**config.mk**
```make
export PLATFORM = sky130hd
export DESIGN_NAME = shift_sequencer
export DESIGN_NICKNAME = d
export VERILOG_FILES = /design/src/rtl/shift_seq_pkg.sv /design/src/rtl/shift_sequencer_shifter.sv /design/src/rtl/shift_sequencer.sv
export SDC_FILE = /design/constraint.sdc
export NUM_CORES = 1
export LEC_CHECK = 0
export BUFFER_PORTS_ARGS = -buffer_cell sky130_fd_sc_hd__buf_4
export CAP_MARGIN = 20
export CORE_MARGIN = 2
export CORE_UTILIZATION = 47
export CTS_CLUSTER_DIAMETER = 80
export DETAILED_ROUTE_END_ITERATION = 10
export PLACE_DENSITY = 0.81
export SYNTH_ARGS = -nofsm -noshare
export SYNTH_HDL_FRONTEND = slang
export SYNTH_HIERARCHICAL = 1
export SYNTH_SLANG_ARGS = --single-unit
```
**constraint.sdc**
```tcl
create_clock -name clk -period 1.15 [get_ports clk]
set_input_delay 0.115 -clock clk [delete_from_list [all_inputs] [get_ports clk]]
set_output_delay 0.115 -clock clk [all_outputs]
set_load 0.05 [all_outputs]
```
**src/rtl/shift_seq_pkg.sv**
```systemverilog
// Shared definitions for the shift sequencer: op encodings, FSM states, default widths.
// Carry tracking is enabled in the top level by defining SHIFT_SEQ_CARRY_EN.
package shift_seq_pkg;

  localparam int unsigned DATA_W_DEF = 16;
  localparam int unsigned AMT_W_DEF  = 4;

  typedef enum logic [1:0] {
    OP_PASS = 2'b00,
    OP_LSL  = 2'b01,
    OP_LSR  = 2'b10,
    OP_ASR  = 2'b11
  } op_e;

  typedef enum logic [1:0] {
    IDLE  = 2'b00,
    SHIFT = 2'b01,
    DONE  = 2'b10
  } state_e;

endpackage

```
**src/rtl/shift_sequencer_shifter.sv**
```systemverilog
// Combinational single-step 16-bit shifter: pass, LSL, LSR or ASR by one bit.
module shifter (
  input  logic [15:0] in,
  input  logic [1:0]  shift,
  output logic [15:0] sout
);

  always_comb begin
    sout = in;
    unique case (shift)
      2'b00: sout = in;
      2'b01: sout = {in[14:0], 1'b0};
      2'b10: sout = {1'b0, in[15:1]};
      2'b11: sout = {in[15], in[15:1]};
      default: sout = in;
    endcase
  end

endmodule

```
**src/rtl/shift_sequencer.sv**
```systemverilog
// Multi-cycle shifter: one 1-bit step per clock through an external shifter instance.
// Define SHIFT_SEQ_CARRY_EN to report the last bit shifted out on cout.
module shift_sequencer
  import shift_seq_pkg::*;
#(
  parameter int unsigned DATA_W = DATA_W_DEF,
  parameter int unsigned AMT_W  = AMT_W_DEF
) (
  input  logic              clk,
  input  logic              reset,
  input  logic              in_valid,
  output logic              in_ready,
  input  logic [DATA_W-1:0] din,
  input  logic [1:0]        op,
  input  logic [AMT_W-1:0]  amt,
  output logic              out_valid,
  input  logic              out_ready,
  output logic [DATA_W-1:0] dout,
  output logic              cout,
  output logic              busy
);

  state_e             state_q;
  logic [DATA_W-1:0]  acc_q;
  logic [DATA_W-1:0]  acc_step;
  logic [AMT_W-1:0]   cnt_q;
  op_e                op_q;

  shifter u_shifter (
    .in    (acc_q),
    .shift (op_q),
    .sout  (acc_step)
  );

  always_ff @(posedge clk or posedge reset) begin
    if (reset) begin
      state_q <= IDLE;
      acc_q   <= '0;
      cnt_q   <= '0;
      op_q    <= OP_PASS;
    end else begin
      unique case (state_q)
        IDLE: begin
          if (in_valid) begin
            acc_q   <= din;
            cnt_q   <= amt;
            op_q    <= op_e'(op);
            // Pass and zero-amount requests skip straight to the result.
            state_q <= (amt == '0 || op_e'(op) == OP_PASS) ? DONE : SHIFT;
          end
        end
        SHIFT: begin
          acc_q <= acc_step;
          cnt_q <= cnt_q - AMT_W'(1);
          if (cnt_q == AMT_W'(1)) state_q <= DONE;
        end
        DONE: begin
          if (out_ready) state_q <= IDLE;
        end
        default: state_q <= IDLE;
      endcase
    end
  end

`ifdef SHIFT_SEQ_CARRY_EN
  logic cout_q;

  always_ff @(posedge clk or posedge reset) begin
    if (reset) begin
      cout_q <= 1'b0;
    end else if (state_q == IDLE && in_valid) begin
      cout_q <= 1'b0;
    end else if (state_q == SHIFT) begin
      cout_q <= (op_q == OP_LSL) ? acc_q[DATA_W-1] : acc_q[0];
    end
  end

  assign cout = cout_q;
`else
  assign cout = 1'b0;
`endif

  assign in_ready  = (state_q == IDLE);
  assign out_valid = (state_q == DONE);
  assign busy      = (state_q != IDLE);
  assign dout      = acc_q;

endmodule
```
After elaboration in Yosys (flattened, before gate mapping)

Index checks and enable logic that the tools add are counted.

Register bits after elaboration: 24
Input bits: 26
Output and inout port bits: 20

$add $sub $neg: 1
Equality and inequality tests: 11
Muxes and demuxes: 10
Reductions and logical operators: 12

Operator list:

| operator            | number |
|---|---|
| $pmux 16 s3         | 1 |
| $pmux 16 s2         | 1 |
| $mux 16             | 1 |
| $mux 2              | 4 |
| $ne 2x2->1 const B  | 4 |
| $pmux 4 s2          | 1 |
| $eq 2x2->1 const B  | 3 |
| $logic_not 2->1     | 3 |
| $pmux 2 s3          | 1 |
| $reduce_and 3->1    | 2 |
| $eq 2x1->1 const B  | 2 |
| $eq 4x1->1 const B  | 1 |
| $logic_not 4->1     | 1 |
| $mux 4              | 1 |
| $reduce_and 2->1    | 2 |
| $reduce_and 4->1    | 1 |
| $reduce_bool 2->1   | 2 |
| $sub 4x1->4 const B | 1 |
| $ne 2x1->1 const B  | 1 |
| $logic_or 1x1->1    | 1 |

Longest topological paths before layout

Word-level depth: 5
Mapped depth: 6
Depth with buffers taken out: 5

By module

Netlist, hierarchy kept.

By module, submodules not included:

| module          | instances | cells an instance | area an instance (µm²) | sequential area each (µm²) |
|---|---|---|---|---|
| shift_sequencer | 1         | 124               | 1,261.2                | 600.6 |
| shifter         | 1         | 51                | 355.3                  | 0.0 |

Worst setup path after synthesis

Ideal clock, no wire load.

Path kind: flip-flop to flip-flop
Start: register dout[15] (netlist name)
End: register acc_q[15] (netlist: dout[15])
Library setup time: 131 ps
Arrival time: 1,285 ps
Setup slack: -266 ps
Stages on the path, launching flop included: 5
Clock period less this slack: 1,416 ps
Cells stage by stage: dfrtp_1 > mux2_1 > a22o_1 > mux2i_1 > o21ai_1

RTL lines:

| element              | line                  | RTL |
|---|---|---|
| end signal, assigned | shift_sequencer.sv:45 | `acc_q <= din;` |
| end signal, assigned | shift_sequencer.sv:53 | `acc_q <= acc_step;` |
| end, declared        | shift_sequencer.sv:24 | `logic [DATA_W-1:0] acc_q;` |

Final worst setup path

Start: register state_q[0]
End: output port busy

Longest elaborated chain between the ends: 1

Ends and longest elaborated chain:

| element                | line                  | RTL |
|---|---|---|
| start, declared        | shift_sequencer.sv:23 | `state_e state_q;` |
| start signal, assigned | shift_sequencer.sv:49 | `state_q <= (amt == '0 \|\| op_e'(op) == OP_PASS) ? DONE : SHIFT;` |
| $reduce_bool 2->1      | shift_sequencer.sv:85 | `assign busy = (state_q != IDLE);` |
| end, declared          | shift_sequencer.sv:20 | `output logic busy` |

No other way between the ends.

==> impl_results.rst <==
.. list-table::
   :header-rows: 1

   * - Metric
     - Value
   * - Run status
     - finished, violations left
   * - Failing checks
     - setup timing
   * - Die area
     - 3920 um2
   * - Slew @ Worst Pin
     - 0.527 ns
   * - Data arrival time of the critical path
     - 1.26 ns
   * - Fraction of synthesized cell area taken by the top area cell type
     - 37.2%
   * - Remaining number of nets flagged by the antenna check after routing
     - 0
   * - Clock transition time at the flip-flop clock pins of the worst setup and hold paths
     - 0.14 ns
   * - Count of distinct cell types in the synthesized netlist
     - 37
   * - Starting utilization of the core area
     - 48.8%
   * - Number of H-tree levels
     - 1
   * - CTS sink count
     - 24
   * - Leading register cell type out of synthesis
     - dfrtp_1
   * - Pwr dens
     - 3410 nW/um2
   * - Post-synthesis instance total
     - 175
   * - Type of destination of the critical path
     - output pin
   * - Setup crit start
     - state_q[0]
   * - Max transition margin
     - 64.6%
   * - Overall overflow remaining after global route
     - 0
   * - Drt first-iter violations
     - 55
   * - RSZ-0062 raised after global routing
     - yes
   * - Area Overhead vs Synth
     - 52.2%
   * - Cell chosen for the clock root
     - clkbuf_4
   * - Gpl congestion
     - 0.741
   * - Share of flip-flops with an asynchronous set or reset
     - 100%
   * - Final critical-path required period
     - 1.38 ns
   * - Vias in the first global route
     - 1522
   * - Remaining design rule violation count
     - 0
   * - Share of cells above drive strength 1
     - 50.4%
   * - HPWL Detailed
     - 2640 um
   * - Number of flops mapped to enable cells by yosys
     - 0
   * - Count of pins over their slew limit
     - 0
   * - Skew final
     - 0.00993 ns
   * - Worst vdd ir
     - 1880 uV
   * - Minimum setup slack after placement
     - -0.206 ns
   * - Layout net count
     - 277
   * - Number of antenna violations at the first check in global routing
     - 0
   * - Final worst path period share
     - 120%
   * - Mean routed wirelength per cell
     - 14.6 um
   * - Critical Path Source Type
     - flop
   * - Number of warnings printed during yosys synthesis
     - 6
   * - Post-route worst setup slack
     - -0.228 ns
   * - Cell area after placement
     - 2040 um2
   * - Final count of hold timing violations
     - 0
   * - Area contributors post-synth
     - dfrtp_1, mux2i_1, nand2_1
   * - Share of the yosys chip area belonging to registers
     - 37.2%
   * - Reg2Reg Launch Point
     - state_q[0]
   * - Worst hold path startpoint
     - out_ready
   * - Wire length reported by the detailed router
     - 4290 um
   * - Area of the placeable core
     - 3310 um2
   * - Maximum number of pins on one net before global-route repair
     - 25
   * - Data required time at the worst endpoint
     - 1.03 ns
   * - Count of vias placed by the detailed router
     - 1556
   * - Post-Syn Area per Cell
     - 9.24 um2
   * - Flip-flop and latch count after synthesis
     - 24
   * - Die span in x
     - 62.6 um
   * - Detail Route met3 WL
     - 274 um
   * - TritonCTS clock tree
     - built
   * - Final setup violation count
     - 27
   * - Static leakage
     - 1.14 nW
   * - Total inserted antenna cells
     - 0
   * - Chip height
     - 62.6 um
   * - Detailed-routing iteration count for the pre-antenna-repair pass
     - 4
   * - TritonCTS Buffers
     - 3
   * - Highest clock frequency the design can meet
     - 726 MHz
   * - Longest Clk Path Bufs
     - 2
   * - Later-pin clock latency in the skew report
     - 0.31 ns
   * - Global Route Usage Sum
     - 21.9%
   * - Startpoint-to-endpoint class of the critical path
     - reg -> out
   * - Max Cap Violations
     - 0
   * - Number of port buffers
     - 44
   * - Max layer used
     - met4
   * - Synthesized netlist net count
     - 203
   * - Wire length on met2
     - 2170 um
   * - Synth Cell Area
     - 1620 um2
   * - Detailed-route vias per instance
     - 5.29
   * - Leading area contributor after synthesis
     - dfrtp_1
   * - IO Pins
     - 46
   * - Post-route standard cell area excluding fillers
     - 2460 um2
   * - Detailed-routing wirelength on met1
     - 1760 um
   * - Worst hold path class
     - in -> reg
   * - Count of standard-cell rows
     - 21
   * - Maximum fanout along the worst path
     - 4
   * - Wire length of the first global-routing pass
     - 7000 um
[metrics by stage]
| stage | total power [W] | TNS (ns) | hold slack (ns) | utilization (%) | instances |
|---|---|---|---|---|---|
| finish | 0.00839 | -4.02 | 0.0492 | 74.3 | 294 |
| global route | 0.00894 | -5.78 | 0.0525 | 74.3 | 294 |
| CTS | 0.00793 | -3.11 | 0.0304 | 70.7 | 287 |
| detailed placement | 0.00652 | -2.30 | 0.190 | 61.7 | 270 |
| global placement | 0.00640 | -1.46 | 0.183 | 61.7 | 270 |
| floorplan | 0.00535 | -1.82 | 0.129 | - | 175 |
[logic make-up after synthesis]
logic type,share of synthesized area (%)
adder cells (fa/ha/maj),1.55
multiplexers,20.7
AO/OA/AOI/OAI,17.3
other,0.232
flip-flops,37.2
buffers and inverters,10.1
AND/OR/NAND/NOR,13.0
[what timing repair did]
item                                    in CTS  in global routing
pin swaps                                    8                  6
resized for setup                           39                 17
gates cloned                                 1                  0
endpoints found under the setup margin      29                 33
endpoints found under the hold margin       24                  0
hold buffers                                 1                  0
setup buffers                               11                  7
[critical path, cell delays in order (launching register included)]
cell,delay (ns)
dfrtp_1,0.42
buf_6,0.14
nor2_4,0.12
buf_6,0.11
inv_2,0.03
buf_6,0.14
[cells in the final DEF (no fill, tap or decap), types with 2 or more instances in the layout]
cell type / instances
buf_4: 61
nand2_1: 30
mux2i_1: 28
o21ai_1: 25
buf_6: 17
dfrtp_1: 14
dfrtp_2: 10
o21ai_0: 6
inv_1: 5
a21oi_1: 3
inv_2: 3
clkbuf_4: 3
o21bai_4: 2
a211oi_2: 2
nor2b_4: 2
mux2i_2: 2
nand2_2: 2
mux2_2: 2
nor2_1: 2
buf_8: 2
a22o_1: 2
[cell type report]
cell class                      count  area [um2]
Clock buffer                        3        22.5
Clock inverter                      1        30.0
Fill cell                         236         851
Inverter                            8        30.0
Multi-Input combinational cell    130         997
Sequential cell                    24         613
Tap cell                           46        57.6
Timing Repair Buffer               82         709
[cell usage after synthesis (2+ instances only)]
| library cell | number |
|---|---|
| a211oi_1 | 2 |
| a21oi_1 | 4 |
| a22o_1 | 2 |
| buf_12 | 2 |
| buf_2 | 4 |
| buf_4 | 3 |
| buf_6 | 3 |
| dfrtp_1 | 24 |
| ha_1 | 2 |
| inv_1 | 8 |
| mux2_2 | 2 |
| mux2i_1 | 30 |
| nand2_1 | 32 |
| nor2_1 | 2 |
| nor2b_1 | 2 |
| nor3b_1 | 2 |
| nor4_1 | 2 |
| o21ai_0 | 12 |
| o21ai_1 | 19 |
[final timing paths]
kind	to	slack [ns]	cells past startpoint
setup / recovery	busy	-0.23	5
hold / removal	state_q[1]	0.05	3
setup reg to reg	state_q[0]	-0.21	6
hold reg to reg	dout[10]	0.55	2
max in group asynchronous	dout[15]	0.49	4
min in group asynchronous	cnt_q[3]	0.38	4
[state kept, by name, summed over array words and instances (netlist names)]
signal	count
state_q	2
dout	16
cnt_q	4
op_q	2
[power by group]
group          switching [W]  total, W  leakage, nW  internal (W)
clock network       0.000265  0.000617       0.0279      0.000352
logic                0.00325   0.00602        0.832       0.00276
registers           0.000463   0.00176        0.279       0.00129
[per-layer routing]
metal | vias up | track usage (%)
met5 | - | 0
met2 | 56 | 37.6
met3 | 10 | 4.86
met4 | 0 | 6.39
li1 | 757 | -
met1 | 733 | 27.5
(Power assumes the default switching activity.)
